==> config.mk <==
export PLATFORM = sky130hd
export DESIGN_NAME = pipe_mem_arbiter_flat
export DESIGN_NICKNAME = d
export VERILOG_FILES = /design/src/rtl/pipe_mem_arbiter_pkg.sv /design/src/rtl/pipe_mem_arbiter_if.sv /design/src/rtl/pipe_mem_arbiter_select.sv /design/src/rtl/pipe_mem_arbiter.sv /design/src/flat_wrapper.sv
export SDC_FILE = /design/constraint.sdc
export NUM_CORES = 1
export LEC_CHECK = 0
export BUFFER_PORTS_ARGS = -buffer_cell sky130_fd_sc_hd__buf_2
export CAP_MARGIN = 25
export CELL_PAD_IN_SITES_DETAIL_PLACEMENT = 0
export CELL_PAD_IN_SITES_GLOBAL_PLACEMENT = 1
export CORE_ASPECT_RATIO = 1.25
export CORE_MARGIN = 2
export CORE_UTILIZATION = 35
export DETAILED_ROUTE_END_ITERATION = 10
export GPL_TIMING_DRIVEN = 0
export PLACE_DENSITY_LB_ADDON = 0.1
export SLEW_MARGIN = 0
export SYNTH_ARGS = -nofsm -noshare
export SYNTH_HDL_FRONTEND = slang
export SYNTH_HIERARCHICAL = 1
export SYNTH_SLANG_ARGS = --single-unit
==> constraint.sdc <==
create_clock -name clock -period 2.3 [get_ports clock]
set_clock_uncertainty 0.1 [all_clocks]
set_input_delay 0 -clock clock [delete_from_list [all_inputs] [get_ports clock]]
set_output_delay 0 -clock clock [all_outputs]
set_load 0.02 [all_outputs]
==> src/rtl/pipe_mem_arbiter_pkg.sv <==
// Shared types for the instruction/data cache RAM arbiter.
// Covers the FSM state encoding, the grant codes and the counter width.
package mem_arb_pkg;

    localparam int CNT_W = 4;

    typedef enum logic [1:0] {
        IDLE    = 2'd0,
        BUSY    = 2'd1,
        RESP    = 2'd2,
        RECOVER = 2'd3
    } state_t;

    typedef enum logic [1:0] {
        GNT_NONE = 2'b00,
        GNT_I    = 2'b01,
        GNT_D    = 2'b10
    } grant_t;

endpackage

==> src/rtl/pipe_mem_arbiter_if.sv <==
// Cache miss ports and the RAM port of the arbiter, bundled together.
// The slave modport is the arbiter's view; the master modport is the view of the caches and the RAM.
interface pipe_mem_arbiter_if #(
    parameter int ADDR_W = 5
);
    logic              i_strobe;
    logic [31:0]       i_addr;
    logic              i_ready;
    logic [31:0]       i_dout;
    logic              d_strobe;
    logic              d_rw;
    logic [31:0]       d_addr;
    logic [31:0]       d_din;
    logic              d_ready;
    logic [31:0]       d_dout;
    logic [ADDR_W-1:0] mem_addr;
    logic [31:0]       mem_din;
    logic              mem_we;
    logic [31:0]       mem_dout;

    modport slave (
        input  i_strobe, i_addr, d_strobe, d_rw, d_addr, d_din, mem_dout,
        output i_ready, i_dout, d_ready, d_dout, mem_addr, mem_din, mem_we
    );

    modport master (
        output i_strobe, i_addr, d_strobe, d_rw, d_addr, d_din, mem_dout,
        input  i_ready, i_dout, d_ready, d_dout, mem_addr, mem_din, mem_we
    );
endinterface

==> src/rtl/pipe_mem_arbiter_select.sv <==
// Combinational winner selection. Data has priority, but it yields to a waiting
// instruction fetch once the data side has reached its streak limit.
module mem_arb_select
    import mem_arb_pkg::*;
#(
    parameter int MAX_D_STREAK = 4
) (
    input  logic             i_strobe,
    input  logic             d_strobe,
    input  logic [CNT_W-1:0] streak,
    output grant_t           next_grant
);
    // NOTE: default first so every path assigns next_grant and no latch is inferred.
    always_comb begin
        next_grant = GNT_NONE;
        if (d_strobe && !(i_strobe && streak == CNT_W'(MAX_D_STREAK)))
            next_grant = GNT_D;
        else if (i_strobe)
            next_grant = GNT_I;
    end
endmodule

==> src/rtl/pipe_mem_arbiter.sv <==
// Shares one data RAM between the icache and dcache miss ports.
// Each access is a fixed wait followed by a one-cycle ready pulse to the winner.
module pipe_mem_arbiter
    import mem_arb_pkg::*;
#(
    parameter int WAIT_CYCLES  = 5,
    parameter int MAX_D_STREAK = 4,
    parameter int ADDR_W       = 5
) (
    input  logic              clock,
    input  logic              resetn,
    pipe_mem_arbiter_if.slave bus,
    output logic              busy,
    output grant_t            grant
);
    state_t            state;
    logic [CNT_W-1:0]  cnt;
    logic [CNT_W-1:0]  streak;
    logic              lat_rw;
    grant_t            next_grant;
    logic [ADDR_W-1:0] win_addr;

    mem_arb_select #(.MAX_D_STREAK(MAX_D_STREAK)) u_select (
        .i_strobe   (bus.i_strobe),
        .d_strobe   (bus.d_strobe),
        .streak     (streak),
        .next_grant (next_grant)
    );

    always_comb begin
        win_addr = (next_grant == GNT_D) ? bus.d_addr[ADDR_W+1:2] : bus.i_addr[ADDR_W+1:2];
    end

    // NOTE: sequential state uses non-blocking assignments so every register samples pre-edge values.
    always_ff @(posedge clock or negedge resetn) begin
        if (!resetn) begin
            state        <= IDLE;
            busy         <= 1'b0;
            grant        <= GNT_NONE;
            cnt          <= '0;
            streak       <= '0;
            lat_rw       <= 1'b0;
            bus.i_ready  <= 1'b0;
            bus.d_ready  <= 1'b0;
            bus.i_dout   <= '0;
            bus.d_dout   <= '0;
            bus.mem_addr <= '0;
            bus.mem_din  <= '0;
            bus.mem_we   <= 1'b0;
        end else begin
            case (state)
                IDLE: begin
                    if (next_grant != GNT_NONE) begin
                        state        <= BUSY;
                        busy         <= 1'b1;
                        grant        <= next_grant;
                        cnt          <= '0;
                        bus.mem_addr <= win_addr;
                        bus.mem_din  <= (next_grant == GNT_D) ? bus.d_din : '0;
                        lat_rw       <= (next_grant == GNT_D) && bus.d_rw;
                        bus.mem_we   <= (next_grant == GNT_D) && bus.d_rw;
                        // Streak only grows while an instruction fetch is actually waiting.
                        if (next_grant == GNT_D && bus.i_strobe) begin
                            if (streak != CNT_W'(MAX_D_STREAK))
                                streak <= streak + CNT_W'(1);
                        end else begin
                            streak <= '0;
                        end
                    end
                end
                BUSY: begin
                    bus.mem_we <= 1'b0;
                    if (cnt == CNT_W'(WAIT_CYCLES - 1)) begin
                        state        <= RESP;
                        bus.mem_addr <= '0;
                        bus.mem_din  <= '0;
                        if (grant == GNT_I) begin
                            bus.i_dout  <= bus.mem_dout;
                            bus.i_ready <= 1'b1;
                        end else begin
                            bus.d_ready <= 1'b1;
                            if (!lat_rw)
                                bus.d_dout <= bus.mem_dout;
                        end
                    end else begin
                        cnt <= cnt + CNT_W'(1);
                    end
                end
                RESP: begin
                    state       <= RECOVER;
                    bus.i_ready <= 1'b0;
                    bus.d_ready <= 1'b0;
                end
                RECOVER: begin
                    state <= IDLE;
                    busy  <= 1'b0;
                    grant <= GNT_NONE;
                end
                default: state <= IDLE;
            endcase
        end
    end
endmodule

==> src/flat_wrapper.sv <==
// flat-port wrapper written by rule: the top's interface ports become plain ports
module pipe_mem_arbiter_flat import mem_arb_pkg::*;
#(
    parameter int WAIT_CYCLES  = 5,
    parameter int MAX_D_STREAK = 4,
    parameter int ADDR_W       = 5
)
  (clock, resetn, busy, grant, bus_i_strobe, bus_i_addr, bus_d_strobe, bus_d_rw, bus_d_addr, bus_d_din, bus_mem_dout, bus_i_ready, bus_i_dout, bus_d_ready, bus_d_dout, bus_mem_addr, bus_mem_din, bus_mem_we);
  pipe_mem_arbiter_if #(.ADDR_W(ADDR_W)) bus_i ();
  input  logic clock;
  input  logic resetn;
  output logic busy;
  output grant_t grant;
  input wire logic [$bits(bus_i.i_strobe)-1:0] bus_i_strobe;
  input wire logic [$bits(bus_i.i_addr)-1:0] bus_i_addr;
  input wire logic [$bits(bus_i.d_strobe)-1:0] bus_d_strobe;
  input wire logic [$bits(bus_i.d_rw)-1:0] bus_d_rw;
  input wire logic [$bits(bus_i.d_addr)-1:0] bus_d_addr;
  input wire logic [$bits(bus_i.d_din)-1:0] bus_d_din;
  input wire logic [$bits(bus_i.mem_dout)-1:0] bus_mem_dout;
  output wire logic [$bits(bus_i.i_ready)-1:0] bus_i_ready;
  output wire logic [$bits(bus_i.i_dout)-1:0] bus_i_dout;
  output wire logic [$bits(bus_i.d_ready)-1:0] bus_d_ready;
  output wire logic [$bits(bus_i.d_dout)-1:0] bus_d_dout;
  output wire logic [$bits(bus_i.mem_addr)-1:0] bus_mem_addr;
  output wire logic [$bits(bus_i.mem_din)-1:0] bus_mem_din;
  output wire logic [$bits(bus_i.mem_we)-1:0] bus_mem_we;
  assign bus_i.i_strobe = bus_i_strobe;
  assign bus_i.i_addr = bus_i_addr;
  assign bus_i.d_strobe = bus_d_strobe;
  assign bus_i.d_rw = bus_d_rw;
  assign bus_i.d_addr = bus_d_addr;
  assign bus_i.d_din = bus_d_din;
  assign bus_i.mem_dout = bus_mem_dout;
  assign bus_i_ready = bus_i.i_ready;
  assign bus_i_dout = bus_i.i_dout;
  assign bus_d_ready = bus_i.d_ready;
  assign bus_d_dout = bus_i.d_dout;
  assign bus_mem_addr = bus_i.mem_addr;
  assign bus_mem_din = bus_i.mem_din;
  assign bus_mem_we = bus_i.mem_we;
  pipe_mem_arbiter #(.WAIT_CYCLES(WAIT_CYCLES), .MAX_D_STREAK(MAX_D_STREAK), .ADDR_W(ADDR_W)) u_core (.clock(clock), .resetn(resetn), .bus(bus_i), .busy(busy), .grant(grant));
endmodule
==> results of run 1 <==
what timing repair did:
item,CTS,global route
hold buffers,76,0
setup buffers,0,5
pin swaps,0,2
gates resized for setup,2,14
endpoints found under the hold margin,224,0
setup endpoints to repair,38,92
power by group through the flow:
stage	Clock, mW	Combinational, mW	Sequential [mW]
floorplan	0	1.26	3.67
global placement	0	2.87	3.05
detailed placement	0	2.93	3.06
CTS	2.80	3.04	3.04
global route	2.90	3.35	3.12
finish	2.72	3.06	3.04
kinds of logic after synthesis:
kind of cell,count (synthesis),share of synthesized area (%)
flip-flops,118,60.61
adder cells (fa/ha/maj),8,2.055
buffers and inverters,34,3.467
multiplexers,65,15.00
AO/OA/AOI/OAI,78,12.28
AND/OR/NAND/NOR,49,6.600
layout by cell type, fill, tap and decap left out, types with 2 or more instances in the layout:
cell and count:
buf_2 189, dfrtp_1 118, dlygate4sd3_1 76, mux2_2 62, a22o_1 32, clkbuf_16 17, inv_1 15, o21ai_0 12
nor2_1 8, a21oi_1 8, nand2_1 7, nand3_1 7, buf_4 7, ha_1 7, clkinv_4 5, buf_6 5
clkbuf_2 5, nor2b_1 5, a221oi_1 5, o32ai_1 5, nand2b_1 4, inv_6 3, bufinv_16 3, clkinv_2 3
nand3b_1 3, nand4_1 3, o2bb2ai_1 3, clkbuf_1 2, mux2_1 2, a2bb2oi_1 2
sequential cells by signal (all words and copies together) (netlist names), 2 cells and up:
| name | cells |
|---|---|
| u_core/bus.d_dout | 32 |
| u_core/bus.i_dout | 32 |
| u_core/bus.mem_din | 32 |
| u_core/bus.mem_addr | 5 |
| u_core/cnt | 4 |
| u_core/streak | 4 |
| u_core/grant | 2 |
| u_core/state | 2 |
cell type report:
class                      count  share of cell area [%]
buffer                        18                   1.568
clock buffer                  18                   5.855
clock inverter                14                   2.335
inverter                      15                  0.7506
multi-input combinational    200                   23.77
sequential                   118                   39.37
tap                          175                   2.919
timing repair buffer         267                   23.44
worst min path at each step:
stage	cells after the start	slack (ps)	to	startpoint
floorplan	0	-400	u_core/bus.d_dout[0]	resetn
global placement	2	120	u_core/bus.mem_din[13]	bus_d_din[13]
detailed placement	1	-80	u_core/bus.mem_addr[2]	resetn
CTS	2	50	u_core/bus.mem_addr[2]	resetn
global route	2	70	u_core/bus.mem_addr[2]	resetn
finish	2	30	u_core/bus.mem_addr[2]	resetn
per-stage QoR:
| step | instances | TNS [ps] | instance area, sq um | hold WS, ps | utilization (%) |
|---|---|---|---|---|---|
| 3_5_place_dp | 713 | -4089 | 6051 | -75.10 | 44.19 |
| 3_3_place_gp | 712 | -42070 | 6017 | 123.9 | 43.94 |
| 4_1_cts | 820 | 0 | 7428 | 50.04 | 54.25 |
| 6_report | 825 | 0 | 7501 | 28.01 | 54.78 |
| 5_1_grt | 825 | 0 | 7501 | 68.39 | 54.78 |
| 2_1_floorplan | 352 | 0 | 4872 | -395.6 | - |
per-layer routing:
layer | track usage (%) | share of wire (%) | vias to the layer above | routed length [microns]
met1 | 22.44 | 43 | 1923 | 5493
met5 | 0 | 0 | - | 0
li1 | - | - | 1866 | -
met3 | 5.177 | 6.2 | 23 | 785
met2 | 28.43 | 48 | 134 | 6189
met4 | 7.384 | 2.3 | 0 | 293
==> key figures, run 1 <==
Floorplan
  – Ports: 240
  – Die Y: 135.9 microns
  – Initial core utilization: roughly 36%
  – Row count: 48
  – Die ar.: 14890 sq um
  – Core ar.: 13690 sq um
  – Die X: 109.5 microns

Power
  – Pwr per Cell Area: 1176 nW/um^2
  – Net Sw Frac: 35.72%
  – Sequential share of power: 34.4%
  – Leak pwr: about 4.0 nW
  – Sw Pwr: 3.150 mW
  – Int Pwr: 5.669 mW
  – Clock power share: 30.9%
  – Comb power frac: 34.7%
  – Final Power: 8.819 mW
  – Maximum VDD drop: 0.0005424 V

Run status
  – Outcome: complete, no violations

Cells and area
  – Layout cells sized above 1: 48.15%
  – Fill count: 1217
  – Area Growth Syn to Fin: 53.95%
  – Reg area: 2953 sq um
  – Layout Nets: between 700 and 800
  – Area taken by multi-input logic gates: 1783 sq um
  – N_diodes: 0

Logic synthesis
  – Yosys reg bits: 118
  – Area contributors post-synth: dfrtp_1 61%, mux2_2 14%, a22o_1 5.8%
  – Synth cell types: 46
  – Synth top area share: 60.61%
  – Post-synth top area cell: dfrtp_1
  – Post-synth EDFFs: 0
  – Synth warnings: 6
  – Commonest cells post-synth: 118 x dfrtp_1, 62 x mux2_2, 32 x a22o_1
  – Asr flop ratio synth: 100.0%
  – Synth Flop Type: dfrtp_1
  – Cells after Synth: approximately 350
  – Post-synthesis sequential area ratio: 60.61%
  – Syn_nets: 493
  – Top-count cell post-synth: dfrtp_1
  – Syn Std Cell Area: 4872 sq um
  – Mean Syn Cell Area: 13.84 sq um

Timing
  – Fin crit share: between 90% and 100%
  – Slew @ Worst Pin: 592.0 ps
  – Max-slew violations: 0
  – Relative slew slack: 60.53%
  – Fmax: 451.4 MHz
  – Period minus WS final: 2215 ps
  – Hold Fails Final Rpt: 0
  – RSZ-0062 raised after global routing: false
  – Setup WS post-layout: 84.86 ps
  – Final setup fails: 0

Detailed routing
  – Post-DR wirelength/cell: approximately 15 microns
  – Detailed Route Iter0 Violations: 207
  – Final wirelength: 12760 microns
  – Via count: 3946
  – Avg Vias per Cell: approximately 4.8
  – 1st-pass router iterations: 4
  – DRC violations left: 0
  – DRT antenna net count: 0

GRT
  – Antenna violations before repair: 0
  – GRT Util Overall: 17.79%
  – First-pass GRT wire length: 20440 microns
  – Largest net degree at the start of global routing: 64
  – Vias in the first global route: 4034
  – GRT overflow: 0

CTS
  – Clock Latency Late Sink: 410 ps
  – Number of CTS-inserted buffers: 17
  – H-Tree Depth: 4
  – Clock slew seen by the registers of the worst setup and hold paths: roughly 60 ps
  – CTS max path bufs: 2
  – CTS tree: yes
  – Root Buffer: clkbuf_16
  – CTS sink count: about 120

Critical path
  – Crit. End Element: flop
  – Reg2reg setup slack: 80 ps
  – Max stage delay on crit path: about 540 ps
  – Slowest cell on the critical path: or3b_2
  – WS Path Type: flop to flop
  – Critical Path Sink: u_core/cnt[2]
  – CP bufs+invs: 1
  – CP Launch Type: flop
  – RR Endpoint: u_core/cnt[2]
  – Worst r2r path cells: 6
  – Cell mode on critical path: a21oi_1
  – Worst Setup SP: u_core/streak[1]
  – Crit path max fanout: 10
  – Kind of cell adding the most delay to the critical path: simple AND/OR/NAND/NOR gates
  – Critical Path, Cell by Cell: nor4b_4, a21oi_1, buf_2, or3b_2, a21oi_1, a311oi_2
  – Worst endpoint required time: 2480 ps
  – Instance count on the critical path: 6
  – Worst r2r src: u_core/streak[1]
  – CP arrival: approximately 2400 ps

Placed design
  – IO buf count: approximately 190
  – HPWL after DPL: 8761 microns
  – Setup WS pre-CTS: -128.9 ps
  – Gpl congestion: slightly below 0.8

Hold path
  – Worst hold-check path type: input port to async pin

Job
  – Max-cap violations: 0
Note: power is estimated with default switching activity, not from simulation.
==> run 2, diff against run 1 <==
- SETUP_SLACK_MARGIN: default -> 0.15
==> run 2 against run 1 <==
Total power grew 1.2%. Non-clock buffer count grew 3. Combinational power grew 3%. Maximum frequency grew 3.5%. Hold slack is essentially flat. Die area is the same. Flip-flop and latch count is the same. Critical path depth grew 1. Critical path type unchanged. Largest cell class unchanged. Highest routed layer unchanged.
==> key figures, run 2 (same netlist as run 1, synthesis figures left out) <==
GRT
  – Vias in the first global route: 4062 (+0.69%)
  – GRT busiest layer: met2
  – GR Util met1: 22.41% (-0.031 points)
  – GRT Util Overall: 17.87% (+0.081 points)
  – Largest net degree at the start of global routing: 64 (unchanged)
  – GRT overflow: 0 (unchanged)
  – Met3 Use GR: 5.177% (unchanged)
  – Antenna violations before repair: 0 (unchanged)
  – Met2 Use GR: 28.74% (+0.31 points)
  – First-pass GRT wire length: 20490 microns (+0.24%)

Timing
  – Fin crit share: 93.03% (-3.3 points)
  – Final setup fails: 0 (unchanged)
  – Period minus WS final: 2140 ps (-75.46 ps)
  – Slew @ Worst Pin: 590.4 ps (-1.585 ps)
  – Fmax: 467.4 MHz (+3.5%)
  – Hold Fails Final Rpt: 0 (unchanged)
  – Max-slew violations: 0 (unchanged)
  – Relative slew slack: 60.64% (+0.11 points)
  – RSZ-0062 raised after global routing: true
  – Worst hold slack: 28.20 ps (+0.1862 ps)

Placed design
  – DP Cell Count: 713 (unchanged)
  – Cell Area, Placed: 6051 sq um (unchanged)
  – Gpl congestion: 0.7803 (unchanged)
  – IO buf count: 185 (unchanged)
  – HPWL after DPL: 8761 microns (unchanged)

Critical path
  – RR Endpoint: u_core/bus.mem_addr[4]
  – Crit path max fanout: 10 (unchanged)
  – Worst endpoint required time: 2500 ps (+20 ps)
  – Worst r2r src: u_core/streak[2]
  – WS Path Type: flop to flop
  – Crit. End Element: flop
  – Worst r2r path cells: 7 (+1)
  – Reg2reg setup slack: 160 ps (+80 ps)
  – CP arrival: 2340 ps (-50 ps)
  – CP Launch Type: flop

Detailed routing
  – Avg Vias per Cell: 4.792 (+0.19%)
  – 1st-pass router iterations: 4 (unchanged)
  – Detailed Route Iter0 Violations: 170 (-18%)
  – Final wirelength: 12890 microns (+1.0%)
  – Via count: 3968 (+0.56%)
  – DRT antenna net count: 0 (unchanged)
  – Post-DR wirelength/cell: 15.57 microns (+0.64%)
  – DRC violations left: 0 (unchanged)

Cells and area
  – Layout Nets: 781 (+0.39%)
  – Fin area: 7574 sq um (+0.97%)
  – Area Growth Syn to Fin: 55.44%
  – Fill count: 1213 (-0.33%)
  – N_diodes: 0 (unchanged)
  – Commonest non-fill, non-tap cell in the layout: buf_2
  – Largest registers: u_core/bus.d_dout: 32 flops, u_core/bus.i_dout: 32 flops, u_core/bus.mem_din: 32 flops
  – Layout Cells excl Fill: 828 (+0.36%)
  – Most frequent cells in the layout: 186 x buf_2, 116 x dfrtp_1, 76 x dlygate4sd3_1
  – Layout cells sized above 1: 49.00% (+0.85 points)

Power
  – Pwr per Cell Area: 1179 nW/um^2 (+0.24%)
  – Maximum VDD drop: 0.0005420 V (about the same)
  – Leak pwr: 4.049 nW (+0.56%)

CTS
  – Clock slew seen by the registers of the worst setup and hold paths: 60 ps (about the same)
  – Number of CTS-inserted buffers: 17 (unchanged)
  – CTS max path bufs: 2 (unchanged)
  – CTS tree: yes
  – Root Buffer: clkbuf_16
  – Clock Latency Late Sink: 410 ps (about the same)
  – CTS sink count: 118 (unchanged)
  – H-Tree Depth: 4 (unchanged)

Hold path
  – Worst hold-check path type: input port to async pin

Floorplan
  – Ports: 240 (unchanged)
  – Die ar.: 14890 sq um (unchanged)
  – Initial core utilization: 35.58% (unchanged)
  – Die X: 109.5 microns (unchanged)
  – Die Y: 135.9 microns (unchanged)
  – Row count: 48 (unchanged)
  – Core ar.: 13690 sq um (unchanged)

Run status
  – Outcome: complete, no violations

Job
  – Max-cap violations: 0 (unchanged)
## run 2: cell count changes in the layout (fill, tap and decap cells not counted), sizes merged
cell and change:
buf +3
## run 2: cell type report
type | count | area, sq um | area share [%]
buffer | 19 | 143.9 | 1.900
tap | 175 | 219.0 | 2.891
multi-input combinational | 200 | 1812 | 23.92
sequential | 118 | 2955 | 39.02
inverter | 15 | 56.30 | 0.7434
timing repair buffer | 269 | 1773 | 23.41
clock buffer | 18 | 439.2 | 5.799
clock inverter | 14 | 175.2 | 2.313
## run 2: worst max-delay path: stages (launching register included)
cell and delay (ps):
dfrtp_1 420, nor4b_4 150, buf_4 140, a21oi_2 230, buf_2 260, nor2b_1 290
a221oi_1 140, o32ai_1 310
## run 2: stage by stage
| stage | power [mW] | setup WS [ps] | util [%] | TNS, ps |
|---|---|---|---|---|
| 6_report | 8.926 | 160.3 | 55.31 | 0 |
| 5_1_grt | 9.462 | 68.72 | 55.31 | 0 |
| 4_1_cts | 8.921 | 137.9 | 54.82 | 0 |
| 3_5_place_dp | 5.994 | -128.9 | 44.19 | -4089 |
| 3_3_place_gp | 5.920 | -342.3 | 43.94 | -42070 |
| 2_1_floorplan | 4.931 | 235.5 | - | 0 |
## run 2: repair_timing
action	4_1_cts	5_1_grt
setup buffers	5	2
endpoints found under the hold margin	224	0
endpoints found under the setup margin	107	98
pin swaps	3	2
hold buffers	76	0
gates resized for setup	14	17
## run 2: how the worst max path moves through the flow
stage                     slack (ps)  cells after the start                endpoint              from
after floorplan                  240                      7   u_core/bus.mem_din[0]  u_core/streak[1]
after detailed placement        -130                      6   u_core/bus.mem_din[3]  u_core/streak[2]
after global placement          -340                      1   u_core/bus.d_dout[12]            resetn
final                            160                      7  u_core/bus.mem_addr[4]  u_core/streak[2]
after global routing              70                      7  u_core/bus.mem_addr[4]  u_core/streak[2]
after CTS                        140                      7   u_core/bus.mem_din[3]  u_core/streak[1]
## run 2: metal layers
layer  wire length [microns]  up-vias  share of wire [%]
met5                       0        -                  0
met4                     293        0                2.3
met3                     772       23                6.0
met2                    6320      139                 49
met1                    5503     1930                 43
li1                        -     1876                  -
## run 2: where the power goes
group | internal [mW] | switching (mW)
clock network | 1.74 | 0.983
logic | 1.33 | 1.83
registers | 2.67 | 0.373
total | 5.74 | 3.18
